## config.mk

```make
export PLATFORM = sky130hd
export DESIGN_NAME = wb_dma_copy
export DESIGN_NICKNAME = d
export VERILOG_FILES = /design/src/rtl/wb_dma_pkg.sv /design/src/rtl/wb_dma_buf.sv /design/src/rtl/wb_dma_copy.sv
export SDC_FILE = /design/constraint.sdc
export NUM_CORES = 1
export LEC_CHECK = 0
export ABC_AREA = 0
export CAP_MARGIN = 25
export CORE_ASPECT_RATIO = 0.7
export CORE_MARGIN = 10
export CORE_UTILIZATION = 30
export DETAILED_ROUTE_END_ITERATION = 10
export PLACE_DENSITY = 0.55
export SLEW_MARGIN = 20
export SYNTH_ARGS = -nofsm -noshare
export SYNTH_HDL_FRONTEND = slang
export SYNTH_SLANG_ARGS = --single-unit
```

## constraint.sdc

```tcl
create_clock -name sys_clk -period 2.85 [get_ports sys_clk]
set_clock_uncertainty 0.2 [all_clocks]
set_input_delay 0.57 -clock sys_clk [delete_from_list [all_inputs] [get_ports sys_clk]]
set_output_delay 0.57 -clock sys_clk [all_outputs]
set_load 0.05 [all_outputs]
```

## src/rtl/wb_dma_pkg.sv

```systemverilog
// Shared definitions for the Wishbone block-copy engine: FSM encoding and
// the fixed classic-cycle bus attributes.
package wb_dma_pkg;

    localparam int ADR_W = 30;
    localparam int DAT_W = 32;

    localparam logic [2:0] CTI_CLASSIC = 3'b000;
    localparam logic [1:0] BTE_LINEAR  = 2'b00;
    localparam logic [3:0] SEL_ALL     = 4'hF;

    typedef enum logic [2:0] {
        IDLE,
        READ,
        GAP,
        WRITE,
        FIN
    } state_t;

endpackage

```

## src/rtl/wb_dma_buf.sv

```systemverilog
// Word buffer between the read and write phases of a copy. Holds at most one
// chunk, so it never sees a push while full.
module wb_dma_buf
    import wb_dma_pkg::*;
#(
    parameter int  BURST = 4,
    localparam int CNT_W = $clog2(BURST + 1)
) (
    input  logic             sys_clk,
    input  logic             sys_rst,
    input  logic             push,
    input  logic             pop,
    input  logic             flush,
    input  logic [DAT_W-1:0] wr_data,
    output logic [DAT_W-1:0] head,
    output logic [DAT_W-1:0] head_nxt,
    output logic             empty,
    output logic             full,
    output logic [CNT_W-1:0] count
);

    localparam int PTR_W = (BURST > 1) ? $clog2(BURST) : 1;

    logic [DAT_W-1:0] mem [BURST];
    logic [PTR_W-1:0] wr_ptr;
    logic [PTR_W-1:0] rd_ptr;

    function automatic logic [PTR_W-1:0] ptr_inc(input logic [PTR_W-1:0] p);
        return (p == PTR_W'(BURST - 1)) ? '0 : p + PTR_W'(1);
    endfunction

    // NOTE: storage has no reset; validity is tracked by the pointers and count alone.
    always_ff @(posedge sys_clk) begin
        if (push) begin
            mem[wr_ptr] <= wr_data;
        end
    end

    // NOTE: sequential state uses <= so every register sees pre-edge values.
    always_ff @(posedge sys_clk) begin
        if (sys_rst || flush) begin
            wr_ptr <= '0;
            rd_ptr <= '0;
            count  <= '0;
        end else begin
            if (push) wr_ptr <= ptr_inc(wr_ptr);
            if (pop)  rd_ptr <= ptr_inc(rd_ptr);
            if (push && !pop) begin
                count <= count + CNT_W'(1);
            end else if (pop && !push) begin
                count <= count - CNT_W'(1);
            end
        end
    end

    // head_nxt lets the write phase present the following word on the cycle after an ack
    assign head     = mem[rd_ptr];
    assign head_nxt = mem[ptr_inc(rd_ptr)];
    assign empty    = (count == '0);
    assign full     = (count == CNT_W'(BURST));

endmodule

```

## src/rtl/wb_dma_copy.sv

```systemverilog
// Wishbone classic initiator copying len words from src_adr to dst_adr in
// chunks of up to BURST words, with a one-cycle bus release between phases.
module wb_dma_copy
    import wb_dma_pkg::*;
#(
    parameter int BURST = 4,
    parameter int LEN_W = 16
) (
    input  logic             sys_clk,
    input  logic             sys_rst,
    input  logic             start,
    input  logic [ADR_W-1:0] src_adr,
    input  logic [ADR_W-1:0] dst_adr,
    input  logic [LEN_W-1:0] len,
    output logic             busy,
    output logic             done,
    output logic             error,
    output logic [ADR_W-1:0] wb_adr_o,
    output logic [DAT_W-1:0] wb_dat_o,
    input  logic [DAT_W-1:0] wb_dat_i,
    output logic [3:0]       wb_sel_o,
    output logic             wb_cyc_o,
    output logic             wb_stb_o,
    output logic             wb_we_o,
    output logic [2:0]       wb_cti_o,
    output logic [1:0]       wb_bte_o,
    input  logic             wb_ack_i,
    input  logic             wb_err_i
);

    localparam int CNT_W = $clog2(BURST + 1);

    state_t           state;
    logic [ADR_W-1:0] src;
    logic [ADR_W-1:0] dst;
    logic [LEN_W-1:0] remaining;
    logic [CNT_W-1:0] chunk;

    logic [DAT_W-1:0] buf_head;
    logic [DAT_W-1:0] buf_head_nxt;
    logic             buf_empty;
    logic             buf_full;
    logic [CNT_W-1:0] buf_count;

    logic bus_ack;
    logic bus_err;
    logic buf_push;
    logic buf_pop;
    logic buf_flush;
    logic last_rd;

    function automatic logic [CNT_W-1:0] chunk_of(input logic [LEN_W-1:0] n);
        return (n >= LEN_W'(BURST)) ? CNT_W'(BURST) : CNT_W'(n);
    endfunction

    // err wins over ack; responses without a strobe are ignored
    assign bus_err   = wb_stb_o && wb_err_i;
    assign bus_ack   = wb_stb_o && wb_ack_i && !wb_err_i;
    assign buf_push  = (state == READ) && bus_ack && !buf_full;
    assign buf_pop   = (state == WRITE) && bus_ack;
    assign buf_flush = ((state == READ) || (state == WRITE)) && bus_err;
    assign last_rd   = (buf_count == chunk - CNT_W'(1));

    assign wb_cti_o = CTI_CLASSIC;
    assign wb_bte_o = BTE_LINEAR;

    wb_dma_buf #(.BURST(BURST)) u_buf (
        .sys_clk  (sys_clk),
        .sys_rst  (sys_rst),
        .push     (buf_push),
        .pop      (buf_pop),
        .flush    (buf_flush),
        .wr_data  (wb_dat_i),
        .head     (buf_head),
        .head_nxt (buf_head_nxt),
        .empty    (buf_empty),
        .full     (buf_full),
        .count    (buf_count)
    );

    always_ff @(posedge sys_clk) begin
        if (sys_rst) begin
            state     <= IDLE;
            busy      <= 1'b0;
            done      <= 1'b0;
            error     <= 1'b0;
            src       <= '0;
            dst       <= '0;
            remaining <= '0;
            chunk     <= '0;
            wb_adr_o  <= '0;
            wb_dat_o  <= '0;
            wb_sel_o  <= '0;
            wb_cyc_o  <= 1'b0;
            wb_stb_o  <= 1'b0;
            wb_we_o   <= 1'b0;
        end else begin
            done <= 1'b0;
            unique case (state)
                IDLE: begin
                    if (start) begin
                        busy  <= 1'b1;
                        error <= 1'b0;
                        if (len != '0) begin
                            src       <= src_adr;
                            dst       <= dst_adr;
                            remaining <= len;
                            chunk     <= chunk_of(len);
                            wb_adr_o  <= src_adr;
                            wb_we_o   <= 1'b0;
                            wb_sel_o  <= SEL_ALL;
                            wb_cyc_o  <= 1'b1;
                            wb_stb_o  <= 1'b1;
                            state     <= READ;
                        end else begin
                            done  <= 1'b1;
                            state <= FIN;
                        end
                    end
                end

                READ: begin
                    if (bus_err) begin
                        wb_cyc_o <= 1'b0;
                        wb_stb_o <= 1'b0;
                        wb_sel_o <= '0;
                        error    <= 1'b1;
                        done     <= 1'b1;
                        state    <= FIN;
                    end else if (bus_ack) begin
                        src <= src + ADR_W'(1);
                        if (last_rd) begin
                            wb_cyc_o <= 1'b0;
                            wb_stb_o <= 1'b0;
                            wb_sel_o <= '0;
                            state    <= GAP;
                        end else begin
                            wb_adr_o <= src + ADR_W'(1);
                        end
                    end
                end

                GAP: begin
                    wb_cyc_o <= 1'b1;
                    wb_stb_o <= 1'b1;
                    wb_sel_o <= SEL_ALL;
                    if (!buf_empty) begin
                        wb_we_o  <= 1'b1;
                        wb_adr_o <= dst;
                        wb_dat_o <= buf_head;
                        state    <= WRITE;
                    end else begin
                        wb_we_o  <= 1'b0;
                        wb_adr_o <= src;
                        chunk    <= chunk_of(remaining);
                        state    <= READ;
                    end
                end

                WRITE: begin
                    if (bus_err) begin
                        wb_cyc_o <= 1'b0;
                        wb_stb_o <= 1'b0;
                        wb_we_o  <= 1'b0;
                        wb_sel_o <= '0;
                        error    <= 1'b1;
                        done     <= 1'b1;
                        state    <= FIN;
                    end else if (bus_ack) begin
                        dst       <= dst + ADR_W'(1);
                        remaining <= remaining - LEN_W'(1);
                        if (buf_count == CNT_W'(1)) begin
                            wb_cyc_o <= 1'b0;
                            wb_stb_o <= 1'b0;
                            wb_we_o  <= 1'b0;
                            wb_sel_o <= '0;
                            if (remaining == LEN_W'(1)) begin
                                done  <= 1'b1;
                                state <= FIN;
                            end else begin
                                state <= GAP;
                            end
                        end else begin
                            wb_adr_o <= dst + ADR_W'(1);
                            wb_dat_o <= buf_head_nxt;
                        end
                    end
                end

                FIN: begin
                    busy  <= 1'b0;
                    state <= IDLE;
                end

                default: state <= IDLE;
            endcase
        end
    end

endmodule

```

Yosys cells after proc, flatten, opt, wreduce, memory -nomap -nowiden
Memories as Yosys holds them, arrays and structs flattened. A register that Yosys moved wholly into a read port is not among the register bits.
Index checks and enable logic that the tools add are counted.
W data, S select, Z words.

cells by class
  $add $sub $neg = 8
  multiply operators = 0
  divide/modulo/power cells = 0
  $lt $le $gt $ge = 2
  eq/ne operators = 25
  shifts and indexed selects = 0
  multiplexer cells = 88
  bitwise gates (word level) = 0
  reductions and logical operators = 38

operators by type and width
  cell                     number
  $mux W30                 15
  $mux W32                 4
  $pmux W30 S2             2
  $pmux W30 S4             1
  $mux W16                 4
  $pmux W32 S2             1
  $add A30 B1 Y30 const B  2
  $mux W3                  16
  $ge A16 B3 Y1 const B    2
  $mux W4                  8
  $pmux W16 S2             1
  $reduce_and A5 Y1        5
  $mux W1                  23
  $ne A2 B2 Y1 const B     10
  $eq A16 B1 Y1 const B    1
  $pmux W4 S4              1
  $reduce_bool A16 Y1      1
  $sub A16 B1 Y16 const B  1
  $reduce_bool A2 Y1       7
  $pmux W3 S4              1
  $mux W2                  5
  $logic_and A1 B1 Y1      9
  $ne A3 B3 Y1 const B     3
  $reduce_and A9 Y1        1
  24 further kinds         37

word-level totals
  register bits after elaboration = 160
  bits in latches = 0
  memory bits (writable) = 128
  ROM bits = 0
  bits of input ports = 113
  memories kept = 1

memory list
  name       words  bits a word  rd ports  clocked after memory_dff  wr ports  RTL line          RTL
  u_buf.mem  4      32           2         1                         1         wb_dma_buf.sv:24  logic [DAT_W-1:0] mem [BURST];

Depth between registers and ports, before layout
Gate-level depths: netlist of run 1.

  word-level depth = 8
  mapped depth = 11
  mapped depth without buffers = 8

By module
Synthesis of run 1 repeated with hierarchy kept, for this count alone.

unflattened totals
  cell total of the unflattened synthesis = 1603
  area total of the unflattened synthesis = 15756.4 um2

modules (own cells, without submodules)
  module       times used  cells each  area an instance (um2)
  wb_dma_copy  1           1349        9848.2
  wb_dma_buf   1           254         5908.2

Worst setup path before layout of run 1
No wires, ideal clock.

  path kind = reg2reg
  start = register state[0]
  end = memory u_buf.mem[3][0] (enable)
  library setup time = 392 ps
  arrival = 2435 ps
  required time = 2258 ps
  slack = -177 ps
  cell stages (with the launch flop) = 7
  path buffers = 3
  clock period less this slack = 3027 ps
  path through = dfxtp_1 buf_2 or3b_1 clkbuf_1 clkbuf_1 a211oi_2 and2_1

between the ends
  longest elaborated chain between the ends = 5

RTL lines
  element                            RTL line            RTL
  from (decl)                        wb_dma_copy.sv:33   state_t state;
  from (signal assigned)             wb_dma_copy.sv:83   state <= IDLE;
  from (signal assigned)             wb_dma_copy.sv:114  state <= READ;
  from (signal assigned)             wb_dma_copy.sv:117  state <= FIN;
  $eq A3 B1 Y1                       wb_dma_copy.sv:59   assign buf_push = (state == READ) && bus_ack && !buf_full;
  $logic_and A1 B1 Y1 (2 in series)  wb_dma_copy.sv:59
  named net buf_push                 wb_dma_copy.sv:47   logic buf_push;
  $mux W1                            wb_dma_buf.sv:34    if (push) begin
  $mux W1 (implied by the code)      wb_dma_buf.sv:35    mem[wr_ptr] <= wr_data;
  to (decl)                          wb_dma_buf.sv:24

The timed path passes the listed nets, and every way through them passes these cells.

Final worst setup path of run 1
  start = register dst[25]
  end = register wb_adr_o[29]

between the ends
  longest elaborated chain between the ends = 5

RTL lines
  element                 RTL line            RTL
  from (decl)             wb_dma_copy.sv:35   logic [ADR_W-1:0] dst;
  from (signal assigned)  wb_dma_copy.sv:106  dst <= dst_adr;
  from (signal assigned)  wb_dma_copy.sv:170  dst <= dst + ADR_W'(1);
  $add A30 B1 Y30         wb_dma_copy.sv:184  wb_adr_o <= dst + ADR_W'(1);
  $mux W30                wb_dma_copy.sv:172  if (buf_count == CNT_W'(1)) begin
  $mux W30                wb_dma_copy.sv:169  end else if (bus_ack) begin
  $mux W30                wb_dma_copy.sv:161  if (bus_err) begin
  $pmux W30 S4            wb_dma_copy.sv:99   unique case (state)
  to (signal assigned)    wb_dma_copy.sv:109  wb_adr_o <= src_adr;
  to (signal assigned)    wb_dma_copy.sv:154  wb_adr_o <= src;
  to (signal assigned)    wb_dma_copy.sv:184
  to (decl)               wb_dma_copy.sv:18   output logic [ADR_W-1:0] wb_adr_o,

Every way passes these cells. The select of a mux whose other input is x is not followed.
A chain may end at the register's enable or synchronous reset.

==> metrics.yaml, run 1 <==
outcome: "finished clean"
hold_start: "sys_rst"
p_per_area_nw_per_um2: 824
setup.worst_path.class: "flop to flop"
drc: 0
path_clk_slew_ns: 0.06
ys.flop_type: "dfxtp_1"
yosys.area_share.simple: 0.188
synth.distinct_cells: 77
gp_congestion: 0.915
synthTopCellsByCount: "240 x nand2_1, 158 x dfxtp_1, 150 x nor2_1"
critPathBufInv: 0
drt_iter0_markers: 1080
die-area_sq_um: 61000
coreArea_sq_um: 50800
async_reset_ff_frac: 0
nFillCells: 4998
syn_area_per_cell_sq_um: 9.51
viasPerCell: 5.47
syn_area_sq_um: 15400
seqCellArea_sq_um: 7010
power.share.clock: 0.268
layout_setup_ws_ns: 0.0788
cts_tree: "yes"
post-place-ws_ns: -0.187
wl_met1_um: 25400
track_usage: 0.174
dp.cells: 2511
clk_latency_ns: 0.55
cp.required_ns: 3.10
start_util: 0.304
dr.max_layer_used: "met5"
worstMarginPinSlew_ns: 0.669
fin_cells: 2578
drtAntennaViolNets: 0
multi_input_area_sq_um: 7760
crit_top_cell: "nand4_1"
synthTopCellsByArea: "edfxtp_1 25%, dfxtp_1 21%, mux4_2 9.3%, nand2_1 5.8%, nor2_1 3.7%"
wl_per_cell_um: 21.4
peakVddDrop_mv: 0.555
finalNetCount: 2003
hold_viol: 0
yosysWarnings: 0
worstPathArrival_ns: 3.02
yosys.area.top_type: "edfxtp_1"
synthCells: 1621
max_stage_delay_ns: 0.52
synth_top_area_share: 0.249
seq_area_frac_synth: 0.454
period_minus_slack_ns: 2.77
critPathSlowestCell: "nor4_1"
layout-drive-gt1-share: 0.170
cts-root-buf: "clkbuf_16"
cap_violations: 0
vias: 14100
start_kind: "flop"
grt_pass1_wl_um: 83600
slew_viol_final: 0
postCtsResizedCells: 0
hp-class: "primary input to flop"
clock.fmax_mhz: 361
ctsHoldBuffers: 0
startpoint: "dst[25]$_SDFFE_PP0P_"
grt-ovfl-total: 0
port_buffers: 184
finalCritPeriodShare: 0.972
drt-pass1-iter-count: 5
p_leak_nw: 6.98
synth_edf_count: 128
cts_buffer_depth: 3
wl_met2_um: 24100
finalSetupViolCount: 0
htreeDepth: 2
area_delta_synth_final_pct: 31.4
fp.dieW_um: 291
routed_wl_um: 55100
cts_buffers: 35
met3WireLength_um: 4390
boundaryPins: 190
r2r_start: "dst[25]$_SDFFE_PP0P_"
crit_family: "simple AND/OR/NAND/NOR gates"
p_seq_frac: 0.330
relSlewSlack: 0.553
cp_cell_sequence: "nand4_1 > nor4_1 > nand4_1 > or3_1 > nor3b_1 > a311oi_1"
synth_top_family_by_area: "simple AND/OR/NAND/NOR gates"
die_height_um: 210
antenna_found_initial: 2
power.share.switching: 0.398
synth_fa_ha_area_frac: 0.0130
comb_power_share: 0.402
worstSetupEndpointType: "flop"
clock-sinks: 286
p_int_mw: 10.0
p_sw_mw: 6.64
grt_max_degree: 63
rsz0062_at_grt: "no"
cts_setup_buffers: 0
cp_max_fo: 7
finalSetupTns_ns: 0
first_global_vias: 13900
synth_mux_area_frac: 0.0994
synth_most_common_cell: "nand2_1"
num_rows: 69
ys_seq_elements: 286
synthXorXnorAreaFrac: 0.0180
dp_hpwl_um: 40200
synth_compound_area_frac: 0.180
-- sequential cells by signal, summed over array words and instances (netlist names), 2 cells and up, named ones only --
name and count:
u_buf.wr_ptr 2, wb_dat_o 32, src 30, u_buf.mem 128
chunk 3, u_buf.count 3, dst 30, u_buf.rd_ptr 2
remaining 16, state 3, wb_adr_o 30
-- kinds of logic (layout without fill, tap and decap cells) --
logic type | count (synthesis) | after routing
AND/OR/NAND/NOR | 623 | 623
AO/OA/AOI/OAI | 423 | 423
flip-flops | 286 | 286
buffers and inverters | 169 | 445
multiplexers | 73 | 73
XOR/XNOR | 30 | 30
adder cells (fa/ha/maj) | 16 | 16
other | 1 | 8
-- metrics by stage --
step | hold WS, ns | utilization | power [mW] | cell area [sq um]
global placement | 0.245 | 0.377 | 12.1 | 19100
CTS | 0.212 | 0.399 | 16.7 | 20200
floorplan | 0.249 | - | 9.50 | 15400
detailed placement | 0.249 | 0.377 | 12.2 | 19100
global route | 0.238 | 0.399 | 17.6 | 20200
finish | 0.240 | 0.399 | 16.7 | 20300
-- cells in the final DEF, fill, tap and decap left out, types with 7 or more instances in the layout --
cell,netlist,layout
buf_4,12,157
a31oi_1,28,28
and3_1,9,9
nor2_1,150,149
a22o_1,12,12
nand2_1,240,240
a22oi_1,19,19
mux2i_1,8,8
clkbuf_16,0,35
dfxtp_1,158,157
nand2b_1,8,8
nor3_1,37,37
inv_1,17,17
and2_1,12,8
o211ai_1,7,7
nand3_1,52,52
nand4_1,25,25
and4_1,9,9
mux4_2,64,64
ha_1,16,16
edfxtp_1,128,128
xor2_1,9,9
a21o_1,18,18
a211oi_1,13,13
o21ai_0,96,96
o41ai_1,7,7
o31ai_1,19,19
xnor2_1,20,20
a311oi_1,44,44
buf_12,0,22
nor4_1,38,37
clkbuf_1,95,13
a21oi_1,107,107
clkdlybuf4s50_1,0,183
-- power by group through the flow --
stage	logic (mW)	clock network, mW	registers [mW]
floorplan	3.37	0	6.13
global placement	6.56	0	5.58
detailed placement	6.62	0	5.59
CTS	6.64	4.60	5.50
global route	7.23	4.75	5.59
finish	6.71	4.47	5.50
-- path summary, 6_finish.rpt --
path | endpoint | slack (ns) | cells after the start
worst max register to register | wb_adr_o[29]$_SDFFE_PP0P_ | 0.08 | 6
worst min register to register | wb_adr_o[6]$_SDFFE_PP0P_ | 0.26 | 2
worst min-delay path | remaining[7]$_SDFFE_PP0P_ | 0.24 | 2
worst max-delay path | wb_adr_o[29]$_SDFFE_PP0P_ | 0.08 | 6
-- layer usage --
metal / vias to the layer above / track usage
li1: 6609 / -
met1: 6907 / 0.244
met2: 511 / 0.262
met3: 78 / 0.0409
met4: 2 / 0.0486
met5: - / 0
-- cell type report --
cell class	count	share of cell area
antenna	3	0.000371
clock buffer	50	0.0470
clock inverter	14	0.00821
inverter	19	0.00352
multi-input combinational	1170	0.383
sequential	286	0.346
tap	674	0.0416
timing repair buffer	362	0.170
Note: power is estimated with default switching activity, not from simulation.
==> inputs of run 2 (changes only) <==
--- a/config.mk
+++ b/config.mk
@@ -10,6 +10,7 @@
 export CORE_ASPECT_RATIO = 0.7
 export CORE_MARGIN = 10
 export CORE_UTILIZATION = 30
+export CTS_CLUSTER_SIZE = 16
 export DETAILED_ROUTE_END_ITERATION = 10
 export PLACE_DENSITY = 0.55
 export SLEW_MARGIN = 20
==> run 2 against run 1 <==
  * Non-clock buffer count is the same
  * Routed wire length is 0.25% higher
  * Worst setup slack gained 0.035 ns
  * Via count about the same
  * Cell count decreased by 0.12%
  * Global-route usage barely moved
  * First-iteration DRC count up 15%
  * Critical path depth did not move
  * Power up 0.65%
  * Register-to-register slack better by 0.04 ns
  * Core utilization is 0.057 points higher
  * Sequential share of layout area hardly changed
  * Critical endpoint unchanged
==> metrics.yaml, run 2 (synthesized netlist as in run 1, its figures left out) <==
grt_pass1_wl_um: 83800
clock.fmax_mhz: 365
final_cell_area_sq_um: 20300
largestRegisters: "u_buf.mem (128), wb_dat_o (32)"
r2r_end: "wb_adr_o[29]$_SDFFE_PP0P_"
finalNetCount: 2002
htreeDepth: 2
cp.required_ns: 3.08
viasPerCell: 5.47
comb_power_share: 0.400
largest_reg_flops: 128
grt.met2_usage: 0.264
slew_viol_final: 0
crit_family: "simple AND/OR/NAND/NOR gates"
most-common-layout-cells: "240 x nand2_1, 183 x clkdlybuf4s50_1, 157 x dfxtp_1, 157 x buf_4, 149 x nor2_1"
relSlewSlack: 0.562
layout-drive-gt1-share: 0.169
finish.utilization: 0.400
routed_wl_um: 55200
layout_setup_ws_ns: 0.114
nFillCells: 4993
critPathBufInv: 0
hold_path_end: "remaining[11]$_SDFFE_PP0P_"
grt_use_met3: 0.0407
die_height_um: 210
finalSetupViolCount: 0
hold_viol: 0
rr_worst_depth: 6
cts_tree: "yes"
antenna_found_initial: 2
coreArea_sq_um: 50800
p_seq_frac: 0.328
fp.dieW_um: 291
hold_start: "sys_rst"
gp_congestion: 0.915
area_delta_synth_final_pct: 31.6
vias: 14100
p_int_mw: 10.2
grt-ovfl-total: 0
clk_latency_ns: 0.54
drc: 0
drtAntennaViolNets: 0
hp-class: "primary input to flop"
final_common_cell: "nand2_1"
place_area_sq_um: 19100
boundaryPins: 190
drt-pass1-iter-count: 5
period_minus_slack_ns: 2.74
start_kind: "flop"
track_usage: 0.174
drt_iter0_markers: 1238
r2r_start: "dst[25]$_SDFFE_PP0P_"
first_global_vias: 13900
finalCritPeriodShare: 0.960
power.share.switching: 0.392
ff2ff_setup_slack_ns: 0.11
busiest_layer: "met2"
worstSetupEndpointType: "flop"
dp_hpwl_um: 40200
grt_max_degree: 63
port_buffers: 184
critPathSlowestCell: "nor4_1"
hold_depth: 2
crit_top_cell: "nand4_1"
cts_setup_buffers: 0
p_per_area_nw_per_um2: 828
max_stage_delay_ns: 0.49
peakVddDrop_mv: 0.555
finalSetupTns_ns: 0
setup.worst_path.class: "flop to flop"
start_util: 0.304
cap_violations: 0
wl_per_cell_um: 21.4
post-place-ws_ns: -0.187
startpoint: "dst[25]$_SDFFE_PP0P_"
cts-root-buf: "clkbuf_16"
rsz0062_at_grt: "no"
worstMarginPinSlew_ns: 0.653
cp_cell_sequence: "nand4_1 > nor4_1 > nand4_1 > or3_1 > nor3b_1 > a311oi_1"
power.share.clock: 0.272
num_rows: 69
clock-sinks: 286
path_clk_slew_ns: 0.06
gr-usage-met1: 0.244
cp_max_fo: 7
ctsHoldBuffers: 0
top_register: "u_buf.mem"
outcome: "finished clean"
p_leak_nw: 7.00
worstPathArrival_ns: 2.97
cts_buffers: 34
p_sw_mw: 6.58
die-area_sq_um: 61000
cts_buffer_depth: 3
postCtsResizedCells: 0
run 2: worst max-delay path by stage:
stage,end,cells after the start
3_5_place_dp,dst[28]$_SDFFE_PP0P_,9
6_report,wb_adr_o[29]$_SDFFE_PP0P_,6
3_3_place_gp,dst[18]$_SDFFE_PP0P_,8
5_1_grt,wb_adr_o[14]$_SDFFE_PP0P_,7
4_1_cts,wb_adr_o[24],1
2_1_floorplan,u_buf.mem[0][0]$_DFFE_PP_,6
run 2: power by group through the flow:
stage	logic, mW	registers [mW]	clock network, mW
4_1_cts	6.64	5.50	4.71
3_5_place_dp	6.62	5.59	0
2_1_floorplan	3.37	6.13	0
5_1_grt	7.23	5.59	4.86
6_report	6.72	5.50	4.58
3_3_place_gp	6.56	5.58	0
run 2: final cells by class:
cell class              instances  area, sq um  share of cell area
clock buffers                  52         1000              0.0494
diodes                          2         5.00            0.000247
repair buffers                362         3450               0.170
clock inverters                10          148             0.00728
well taps                     674          843              0.0416
inverters                      19         71.3             0.00352
flip-flops and latches        286         7010               0.345
multi-input cells            1170         7760               0.382
run 2: through the flow:
step | hold slack [ns] | power (mW) | std cells
after global routing | 0.244 | 17.7 | 2573
after detailed placement | 0.249 | 12.2 | 2511
after floorplan | 0.249 | 9.50 | 1625
after CTS | 0.218 | 16.9 | 2573
final | 0.254 | 16.8 | 2575
after global placement | 0.245 | 12.1 | 2511
run 2: per-layer routing:
layer	vias up	share of wire
met2	510	0.44
met5	-	0.00036
met1	6909	0.46
met3	80	0.079
li1	6592	-
met4	2	0.022
run 2: worst register-to-register path: cells and delay by family, from the launching register on:
family | cells | cell delay [ns]
AND/OR/NAND/NOR | 5 | 1.71
AO/OA/AOI/OAI | 1 | 0.25
flip-flops | 1 | 0.48
==> inputs of run 3 (changes only) <==
--- a/config.mk
+++ b/config.mk
@@ -6,7 +6,7 @@
 export NUM_CORES = 1
 export LEC_CHECK = 0
 export ABC_AREA = 0
-export CAP_MARGIN = 25
+export CAP_MARGIN = 5
 export CORE_ASPECT_RATIO = 0.7
 export CORE_MARGIN = 10
 export CORE_UTILIZATION = 30
==> results of run 3 <==
Final layout, timing and power as in run 2 (identical DEF).
